<file path="src/rtl/fp_mant_normalizer_pkg.sv">
// fp_norm_pkg: shared types and constants for the post-add mantissa normalizer.
//   norm_state_e  - normalizer FSM states (IDLE, EVAL, DONE)
//   MANT_W_DEF    - default mantissa width including hidden bit
//   EXP_W_DEF     - default biased exponent width
//   EXP_ALL_ONES  - overflow/inf exponent encoding at the default width
package fp_norm_pkg;

    typedef enum logic [1:0] {
        IDLE = 2'd0,
        EVAL = 2'd1,
        DONE = 2'd2
    } norm_state_e;

    localparam int unsigned MANT_W_DEF = 24;
    localparam int unsigned EXP_W_DEF  = 8;

    localparam logic [EXP_W_DEF-1:0] EXP_ALL_ONES = '1;

endpackage

</file>
<file path="src/rtl/fp_mant_normalizer_if.sv">
// fp_mant_normalizer_if: handshake and data bundle between the adder control
// FSM (master) and the mantissa normalizer (slave).
//   start/carry_in/mant_in/exp_in      master -> slave, operation request
//   mant_out/exp_out/busy/done         slave -> master, result and status
//   overflow/underflow                 slave -> master, result flags
//   sticky (FP_NORM_STICKY_EN only)    slave -> master, bit dropped by right shift
interface fp_mant_normalizer_if #(
    parameter int unsigned MANT_W = 24,
    parameter int unsigned EXP_W  = 8
) ();

    logic              start;
    logic              carry_in;
    logic [MANT_W-1:0] mant_in;
    logic [EXP_W-1:0]  exp_in;
    logic [MANT_W-1:0] mant_out;
    logic [EXP_W-1:0]  exp_out;
    logic              busy;
    logic              done;
    logic              overflow;
    logic              underflow;
`ifdef FP_NORM_STICKY_EN
    logic              sticky;

    modport master (
        output start, carry_in, mant_in, exp_in,
        input  mant_out, exp_out, busy, done, overflow, underflow, sticky
    );

    modport slave (
        input  start, carry_in, mant_in, exp_in,
        output mant_out, exp_out, busy, done, overflow, underflow, sticky
    );
`else
    modport master (
        output start, carry_in, mant_in, exp_in,
        input  mant_out, exp_out, busy, done, overflow, underflow
    );

    modport slave (
        input  start, carry_in, mant_in, exp_in,
        output mant_out, exp_out, busy, done, overflow, underflow
    );
`endif

endinterface

</file>
<file path="src/rtl/fp_mant_normalizer_shift_reg.sv">
// norm_shift_reg: MANT_W-wide mantissa register for the normalizer.
//   clk, rst_n  - clock, asynchronous active-low reset (clears q)
//   load        - parallel load of load_val (highest priority)
//   shift_r     - shift right one bit, ser_in enters at the MSB
//   shift_l     - shift left one bit, zero enters at the LSB
//   q           - register contents
module norm_shift_reg #(
    parameter int unsigned MANT_W = 24
) (
    input  logic              clk,
    input  logic              rst_n,
    input  logic              load,
    input  logic [MANT_W-1:0] load_val,
    input  logic              shift_r,
    input  logic              ser_in,
    input  logic              shift_l,
    output logic [MANT_W-1:0] q
);

    always_ff @(posedge clk or negedge rst_n) begin
        if (!rst_n) begin
            q <= '0;
        end else if (load) begin
            q <= load_val;
        end else if (shift_r) begin
            q <= {ser_in, q[MANT_W-1:1]};
        end else if (shift_l) begin
            q <= {q[MANT_W-2:0], 1'b0};
        end
    end

endmodule

</file>
<file path="src/rtl/fp_mant_normalizer.sv">
// fp_mant_normalizer: sequential post-add normalizer, one bit per cycle.
//   clk    - rising-edge clock
//   rst_n  - asynchronous active-low reset, aborts any operation in flight
//   bus    - fp_mant_normalizer_if.slave: start/carry_in/mant_in/exp_in in,
//            mant_out/exp_out/busy/done/overflow/underflow out
// Optional: define FP_NORM_STICKY_EN to add bus.sticky, the bit dropped by a
// carry right shift.
module fp_mant_normalizer
    import fp_norm_pkg::*;
#(
    parameter int unsigned MANT_W = MANT_W_DEF,
    parameter int unsigned EXP_W  = EXP_W_DEF
) (
    input logic                  clk,
    input logic                  rst_n,
    fp_mant_normalizer_if.slave  bus
);

    localparam logic [EXP_W-1:0] EXP_ONE = {{(EXP_W-1){1'b0}}, 1'b1};
    localparam logic [EXP_W-1:0] EXP_MAX = '1;
    // Any carry-in at or above this exponent would increment into all-ones.
    localparam logic [EXP_W-1:0] EXP_OVF = EXP_MAX - EXP_ONE;

    norm_state_e       state_q, state_d;
    logic [EXP_W-1:0]  exp_q, exp_d;
    logic              carry_q, carry_d;
    logic              ovf_q, ovf_d;
    logic              unf_q, unf_d;
    logic [MANT_W-1:0] mant_q;
    logic              sr_load, sr_shift_r, sr_shift_l;
    logic [MANT_W-1:0] sr_load_val;
`ifdef FP_NORM_STICKY_EN
    logic              sticky_q, sticky_d;
`endif

    norm_shift_reg #(.MANT_W(MANT_W)) u_shift (
        .clk      (clk),
        .rst_n    (rst_n),
        .load     (sr_load),
        .load_val (sr_load_val),
        .shift_r  (sr_shift_r),
        .ser_in   (1'b1),
        .shift_l  (sr_shift_l),
        .q        (mant_q)
    );

    always_ff @(posedge clk or negedge rst_n) begin
        if (!rst_n) begin
            state_q  <= IDLE;
            exp_q    <= '0;
            carry_q  <= 1'b0;
            ovf_q    <= 1'b0;
            unf_q    <= 1'b0;
`ifdef FP_NORM_STICKY_EN
            sticky_q <= 1'b0;
`endif
        end else begin
            state_q  <= state_d;
            exp_q    <= exp_d;
            carry_q  <= carry_d;
            ovf_q    <= ovf_d;
            unf_q    <= unf_d;
`ifdef FP_NORM_STICKY_EN
            sticky_q <= sticky_d;
`endif
        end
    end

    always_comb begin
        state_d     = state_q;
        exp_d       = exp_q;
        carry_d     = carry_q;
        ovf_d       = ovf_q;
        unf_d       = unf_q;
        sr_load     = 1'b0;
        sr_load_val = '0;
        sr_shift_r  = 1'b0;
        sr_shift_l  = 1'b0;
`ifdef FP_NORM_STICKY_EN
        sticky_d    = sticky_q;
`endif
        unique case (state_q)
            IDLE: begin
                if (bus.start) begin
                    sr_load     = 1'b1;
                    sr_load_val = bus.mant_in;
                    exp_d       = bus.exp_in;
                    carry_d     = bus.carry_in;
                    ovf_d       = 1'b0;
                    unf_d       = 1'b0;
`ifdef FP_NORM_STICKY_EN
                    sticky_d    = 1'b0;
`endif
                    state_d     = EVAL;
                end
            end
            EVAL: begin
                if (carry_q && (exp_q >= EXP_OVF)) begin
                    sr_load = 1'b1;             // load_val default '0 clears mantissa
                    exp_d   = EXP_MAX;
                    carry_d = 1'b0;
                    ovf_d   = 1'b1;
                    state_d = DONE;
                end else if (carry_q) begin
                    sr_shift_r = 1'b1;
                    exp_d      = exp_q + EXP_ONE;
                    carry_d    = 1'b0;
`ifdef FP_NORM_STICKY_EN
                    sticky_d   = mant_q[0];
`endif
                end else if (mant_q == '0) begin
                    exp_d   = '0;
                    state_d = DONE;
                end else if (mant_q[MANT_W-1]) begin
                    state_d = DONE;
                end else if (exp_q <= EXP_ONE) begin
                    exp_d   = '0;
                    unf_d   = 1'b1;
                    state_d = DONE;
                end else begin
                    sr_shift_l = 1'b1;
                    exp_d      = exp_q - EXP_ONE;
                end
            end
            DONE: begin
                state_d = IDLE;
            end
            default: begin
                state_d = IDLE;
            end
        endcase
    end

    assign bus.mant_out  = mant_q;
    assign bus.exp_out   = exp_q;
    assign bus.busy      = (state_q != IDLE);
    assign bus.done      = (state_q == DONE);
    assign bus.overflow  = ovf_q;
    assign bus.underflow = unf_q;
`ifdef FP_NORM_STICKY_EN
    assign bus.sticky    = sticky_q;
`endif

endmodule

</file>
<file path="src/flat_wrapper.sv">
// flat-port wrapper written by rule: the top's interface ports become plain ports
module fp_mant_normalizer_flat import fp_norm_pkg::*;
#(
    parameter int unsigned MANT_W = MANT_W_DEF,
    parameter int unsigned EXP_W  = EXP_W_DEF
)
  (clk, rst_n, bus_start, bus_carry_in, bus_mant_in, bus_exp_in, bus_mant_out, bus_exp_out, bus_busy, bus_done, bus_overflow, bus_underflow);
  fp_mant_normalizer_if #(.MANT_W(MANT_W), .EXP_W(EXP_W)) bus_i ();
  input logic clk;
  input logic rst_n;
  input wire logic [$bits(bus_i.start)-1:0] bus_start;
  input wire logic [$bits(bus_i.carry_in)-1:0] bus_carry_in;
  input wire logic [$bits(bus_i.mant_in)-1:0] bus_mant_in;
  input wire logic [$bits(bus_i.exp_in)-1:0] bus_exp_in;
  output wire logic [$bits(bus_i.mant_out)-1:0] bus_mant_out;
  output wire logic [$bits(bus_i.exp_out)-1:0] bus_exp_out;
  output wire logic [$bits(bus_i.busy)-1:0] bus_busy;
  output wire logic [$bits(bus_i.done)-1:0] bus_done;
  output wire logic [$bits(bus_i.overflow)-1:0] bus_overflow;
  output wire logic [$bits(bus_i.underflow)-1:0] bus_underflow;
  assign bus_i.start = bus_start;
  assign bus_i.carry_in = bus_carry_in;
  assign bus_i.mant_in = bus_mant_in;
  assign bus_i.exp_in = bus_exp_in;
  assign bus_mant_out = bus_i.mant_out;
  assign bus_exp_out = bus_i.exp_out;
  assign bus_busy = bus_i.busy;
  assign bus_done = bus_i.done;
  assign bus_overflow = bus_i.overflow;
  assign bus_underflow = bus_i.underflow;
  fp_mant_normalizer #(.MANT_W(MANT_W), .EXP_W(EXP_W)) u_core (.clk(clk), .rst_n(rst_n), .bus(bus_i));
endmodule
</file>
<file path="config.mk">
export PLATFORM = sky130hd
export DESIGN_NAME = fp_mant_normalizer_flat
export DESIGN_NICKNAME = d
export VERILOG_FILES = /design/src/rtl/fp_mant_normalizer_pkg.sv /design/src/rtl/fp_mant_normalizer_if.sv /design/src/rtl/fp_mant_normalizer_shift_reg.sv /design/src/rtl/fp_mant_normalizer.sv /design/src/flat_wrapper.sv
export SDC_FILE = /design/constraint.sdc
export NUM_CORES = 1
export LEC_CHECK = 0
export ABC_AREA = 1
export CORE_AREA = 5 5 112 114
export CTS_CLUSTER_DIAMETER = 40
export DETAILED_ROUTE_END_ITERATION = 16
export DIE_AREA = 0 0 117 119
export DONT_BUFFER_PORTS = 1
export HOLD_SLACK_MARGIN = 0.1
export PLACE_DENSITY_LB_ADDON = 0.25
export SETUP_SLACK_MARGIN = 0.02
export SYNTH_ARGS = -nofsm -noshare
export SYNTH_HDL_FRONTEND = slang
export SYNTH_HIERARCHICAL = 1
export SYNTH_SLANG_ARGS = --single-unit
</file>
<file path="constraint.sdc">
create_clock -name clk -period 2.1 [get_ports clk]
set_input_delay 0.525 -clock clk [delete_from_list [all_inputs] [get_ports clk]]
set_output_delay 0.525 -clock clk [all_outputs]
set_load 0.01 [all_outputs]
</file>
==> results of run 1 <==
-- path summary, 6_finish.rpt --
| check | slack, ps | end | cells past startpoint | startpoint |
|---|---|---|---|---|
| worst max-delay path | 190 | u_core/u_shift/q[16] | 12 | u_core/bus.exp_out[0] |
| worst min-delay path | 380 | u_core/carry_q | 2 | bus_carry_in |
| worst max register to register | 190 | u_core/u_shift/q[16] | 12 | u_core/bus.exp_out[0] |
| worst min register to register | 580 | u_core/bus.exp_out[4] | 2 | u_core/bus.exp_out[4] |
| max in group asynchronous | 1120 | u_core/bus.exp_out[6] | 2 | rst_n |
| min in group asynchronous | 760 | u_core/bus.exp_out[7] | 2 | rst_n |
-- worst max-delay path: cells and delay by family, from the launching register on --
kind / cells / cell delay, ps
AO/OA/AOI/OAI: 1 / 70
adder cells (fa/ha/maj): 1 / 210
buffers and inverters: 3 / 450
flip-flops: 1 / 380
AND/OR/NAND/NOR: 7 / 760
-- where the power goes --
part           switching (mW)  internal [mW]  total (mW)
Combinational            2.09           1.26        3.35
Sequential              0.527           1.06        1.58
Clock                   0.311          0.437       0.748
Total                    2.93           2.75        5.68
-- synthesized netlist by cell type (4+ instances only) --
cell type  count
nand2_1      179
nor2_1        75
nand3_1       55
dfrtp_1       37
inv_1         18
or2_0         13
a21oi_1       10
buf_2         10
or2_2         10
o21ai_0        9
buf_6          7
nand4_1        7
inv_2          5
xor2_1         5
clkbuf_1       4
ha_1           4
-- repair_timing --
action | 4_1_cts | 5_1_grt
hold buffers | 2 | 0
endpoints found under the setup margin | 24 | 24
hold endpoints to repair | 37 | 0
resized for setup | 1 | 7
-- flip-flops by register name (all words and copies together) (netlist names) --
register / count
u_core/bus.underflow: 1
u_core/bus.overflow: 1
u_core/state_q: 2
u_core/bus.exp_out: 8
u_core/carry_q: 1
u_core/u_shift/q: 24
-- layout make-up --
cell class | count | area share
clock buffer | 6 | 0.0381
multi-input combinational | 381 | 0.519
tap | 143 | 0.0529
sequential | 37 | 0.274
clock inverter | 2 | 0.00296
timing repair buffer | 33 | 0.0836
inverter | 25 | 0.0292
-- through the flow --
step | hold WS, ps | util
final | 381 | 0.299
after global routing | 402 | 0.299
after CTS | 385 | 0.297
after detailed placement | 230 | 0.281
after global placement | 231 | 0.281
after floorplan | 229 | -
-- metal layers --
layer | track usage | vias up | wire (um)
li1 | - | 1504 | -
met2 | 0.218 | 77 | 4200
met1 | 0.180 | 1385 | 4290
met4 | 0.0280 | 0 | 78
met3 | 0.0441 | 7 | 718
met5 | 0 | - | 0
-- cell families after synthesis --
family	Yosys count
compound gates	23
xor+xnor	5
fa+ha+maj	4
buf+inv	48
flops	37
other cells	1
simple gates	348
==> flow_summary.ini, run 1 <==
[clocking]
cts_tree = built
cts_setup_buffers = 0
clock_sinks = 37
cts.clk_slew.worst_paths_ps = 60
cts_max_level = 2
cts_buffer_depth = 2
cts_buffers = 5
worstSkewPairLatency_ps = 290
root_buffer = clkbuf_16

[worst_setup_path]
start_kind = flip-flop
cp_max_fo = 14
critical-path-slowest-cell = dfrtp_1
critical_path_class = reg2reg
end_kind = flip-flop
slowest_delay_ps = 380
crit_required_ps = 2330
path_common_cell = nand2_1
crit_path_cell_trace = buf_4 > ha_1 > nand2_1 > a21oi_2 > inv_2 > nand2_1 > nor4_4 > nor2_4 > nand2_2 > buf_4 > nand3_1 > nand2_1
worstPathArrival_ps = 2140

[synth]
yosys-top-cells-area = dfrtp_1, nand2_1, nor2_1
synth_simple_gate_area_share = 0.514
yosysTopAreaCell = dfrtp_1
synthAdderAreaFrac = 0.0172
synth_top_family_by_area = simple AND/OR/NAND/NOR gates
ys_types = 31
yosys_warnings = 6
synthCells = 466
ys_ff_latch = 37
ys.flop_type = dfrtp_1
synth_area_mm2 = 0.00291
synth_edf_count = 0
synth-compound-area-share = 0.0481
synthArstFlopShare = 1.00
syn-num-nets = 506
yosysTopAreaCellShare = 0.318
ys_seq_area_frac = 0.318
syn_area_per_cell_um2 = 6.25
synth-xor-area-share = 0.0150
synthMuxAreaShare = 0

[grt]
grt_pass1_wl_mm = 15.1
grt_max_degree = 38
grt_overflow_total = 0
grt_pass1_vias = 2952
antenna_found_initial = 0
track_usage = 0.136

[power]
p_total_mw = 5.68
cellLeakagePower_nw = 1.69
irDropWorstVdd_uv = 579
powerDensity_mw_per_mm2 = 1680

[drt]
routed_wl_mm = 9.30
drc = 0
vias = 2973
wire_per_inst_um = 14.8
dr.pass1.iters = 4
ant_nets = 0
drtIter0Drc = 226
viasPerCell = 4.74

[timing]
rsz0062_at_grt = true
hold_violations = 0
fin_ws_ps = 187
period_share = 0.911
finClkSkew_ps = 8.38
setup_violations = 0
maxSlewViolCount = 0
finalSetupTns_ps = 0
fmax_ghz = 0.523
fin_crit_ps = 1910

[layout]
layout_common_cells = nand2_1, nor2_1, nand3_1
num-fill-cells = 1299
nNetsFinal = 523
area.growth.synth_to_final_pct = 16.0
layout_commonest_cell = nand2_1
seq_area_um2 = 927
multi_input_area_mm2 = 0.00175
layout-drive-gt1-share = 0.132
finalNonFillerCells = 627
num_antenna_cells = 0
stdcell_area_mm2 = 0.00338

[die]
start_util = 0.257
num_io_pins = 72
fp.dieW_um = 117
die_h_um = 119
rows = 39
die-area_mm2 = 0.0139
coreArea_mm2 = 0.0113

[worst_hold_path]
hold_path.class = in2reg

[placement]
place.gp.congestion = 0.848
place_area_mm2 = 0.00318
placed_cells = 617
dp_hpwl_mm = 6.69
pre_cts_ws_ps = -50.4
io_buffers = 0

[status]
status = complete, no violations

[flow_run]
maxCapViolCount = 0
Power figures use the tool's default switching activity.
==> inputs of run 2 (changes only) <==
CORE_AREA = 5 5 156 83   (was 5 5 112 114)
DIE_AREA = 0 0 161 88   (was 0 0 117 119)
HOLD_SLACK_MARGIN = 0.03   (was 0.1)
==> run 2 against run 1 <==
  * Global-route usage up 1.2 points
  * Wire length up 9.7%
  * Power is 7.3% higher
  * Critical endpoint is now u_core/u_shift/q[23]
  * Highest routed layer unchanged
==> flow_summary.ini, run 2 (synthesis results as in run 1) <==
[timing]
fmax_ghz = 0.524
hold_violations = 0
maxSlewViolCount = 0
period_share = 0.908
rsz0062_at_grt = false
finClkSkew_ps = 3.77
fin_ws_ps = 193
setup_violations = 0
fin_crit_ps = 1910
finalSetupTns_ps = 0

[clocking]
clock_sinks = 37
cts_tree = built
cts.clk_slew.worst_paths_ps = 60
root_buffer = clkbuf_16
cts_buffer_depth = 2
cts_setup_buffers = 0
worstSkewPairLatency_ps = 280
cts_max_level = 2
cts_buffers = 5

[worst_hold_path]
hold_path.class = in2async

[worst_setup_path]
critical_path_class = reg2reg
r2r_start = u_core/bus.exp_out[0]
critical-path-slowest-cell = dfrtp_1
crit_required_ps = 2280
start_kind = flip-flop
worstPathArrival_ps = 2090
end_kind = flip-flop
worst-r2r-cell-count = 11
path_common_cell = inv_2
cp_max_fo = 47
slowest_delay_ps = 400
rrSetupSlack_ps = 190
rr_endpoint = u_core/u_shift/q[23]
crit_path_cell_trace = inv_2 > ha_1 > nor2_1 > nor3_2 > nand2_2 > o21ai_2 > inv_2 > buf_12 > or2_2 > nand3_1 > nand2_1

[die]
die-area_mm2 = 0.0142
fp.dieW_um = 161
start_util = 0.254
coreArea_mm2 = 0.0115
die_h_um = 88
num_io_pins = 72
rows = 28

[grt]
track_usage = 0.148
antenna_found_initial = 0
grt_pass1_wl_mm = 16.5
grt_overflow_total = 0
grt_max_degree = 48
grt_pass1_vias = 2879

[power]
cellLeakagePower_nw = 1.80
p_total_mw = 6.09
powerDensity_mw_per_mm2 = 1710
irDropWorstVdd_uv = 506

[flow_run]
maxCapViolCount = 0

[layout]
top_register = u_core/u_shift/q
layout-drive-gt1-share = 0.175
num_antenna_cells = 0
num-fill-cells = 1289
layout_commonest_cell = nand2_1
post-route-util = 0.309
nNetsFinal = 543
area.growth.synth_to_final_pct = 22.0
stdcell_area_mm2 = 0.00355
largest_reg_flops = 24
layout_common_cells = nand2_1, nor2_1, nand3_1

[drt]
drc = 0
drtIter0Drc = 191
viasPerCell = 4.65
routed_wl_mm = 10.2
ant_nets = 0
vias = 3043
dr.pass1.iters = 4
wire_per_inst_um = 15.6

[status]
status = complete, no violations

[placement]
io_buffers = 0
place.gp.congestion = 0.902
pre_cts_ws_ps = 46.2
place_area_mm2 = 0.00336
dp_hpwl_mm = 7.60
[run 2: cell count changes in the layout (fill, tap and decap cells not counted)]
| cell | change |
|---|---|
| inv_2 | +2 |
| nand2_2 | +2 |
| inv_6 | -1 |
| dlygate4sd3_1 | -1 |
| inv_4 | +1 |
| buf_4 | +19 |
| inv_1 | -2 |
| buf_6 | +1 |
| nand2_1 | -2 |
| buf_12 | +1 |
| dfrtp_1 | +1 |
| dfrtp_2 | -1 |
[run 2: cell type report]
type                       count  area (um^2)  share of cell area
timing repair buffer          53          447               0.126
multi-input combinational    381         1760               0.495
clock buffer                   6          129              0.0363
inverter                      25         96.3              0.0271
tap                          150          188              0.0528
clock inverter                 2         10.0             0.00282
sequential                    37          926               0.260
[run 2: how the worst max path moves through the flow]
stage                                from                    to  slack [ps]  depth (start not counted)
global placement    u_core/bus.exp_out[0]  u_core/u_shift/q[18]         110                         12
floorplan           u_core/bus.exp_out[0]  u_core/u_shift/q[21]          50                         13
detailed placement  u_core/bus.exp_out[0]  u_core/u_shift/q[23]          50                         11
finish              u_core/bus.exp_out[0]  u_core/u_shift/q[23]         190                         11
global route        u_core/bus.exp_out[1]  u_core/u_shift/q[22]          40                         12
CTS                 u_core/bus.exp_out[0]   u_core/u_shift/q[2]          40                         11
[run 2: metrics by stage]
stage,cells,hold WS [ps]
after floorplan,466,229
after global placement,645,231
after detailed placement,645,232
after CTS,654,85.0
after global routing,654,86.2
final,654,73.5
[run 2: what timing repair did]
action,in CTS,in global routing
hold buffers,1,0
endpoints found under the setup margin,0,24
gates resized for setup,0,11
hold endpoints to repair,37,0
[run 2: power breakdown]
part	total, mW	switching, mW	internal (mW)	leakage [nW]
logic	4.07	2.55	1.52	1.26
registers	1.27	0.217	1.06	0.466
clock network	0.747	0.310	0.437	0.0706
[run 2: routing by layer]
layer	part of all wire	vias up	track usage
met5	0	-	0
li1	-	1537	-
met4	0.0081	0	0.0294
met2	0.37	94	0.192
met3	0.074	8	0.0480
met1	0.55	1404	0.233
[run 2: critical path, delay by kind of cell, from the launching register on]
family                     cells  cell delay (ps)
AOI/OAI and AO/OA              1              160
adders and majority gates      1              150
buffers and inverters          3              340
DFF                            1              400
and+or+nand+nor                6              760
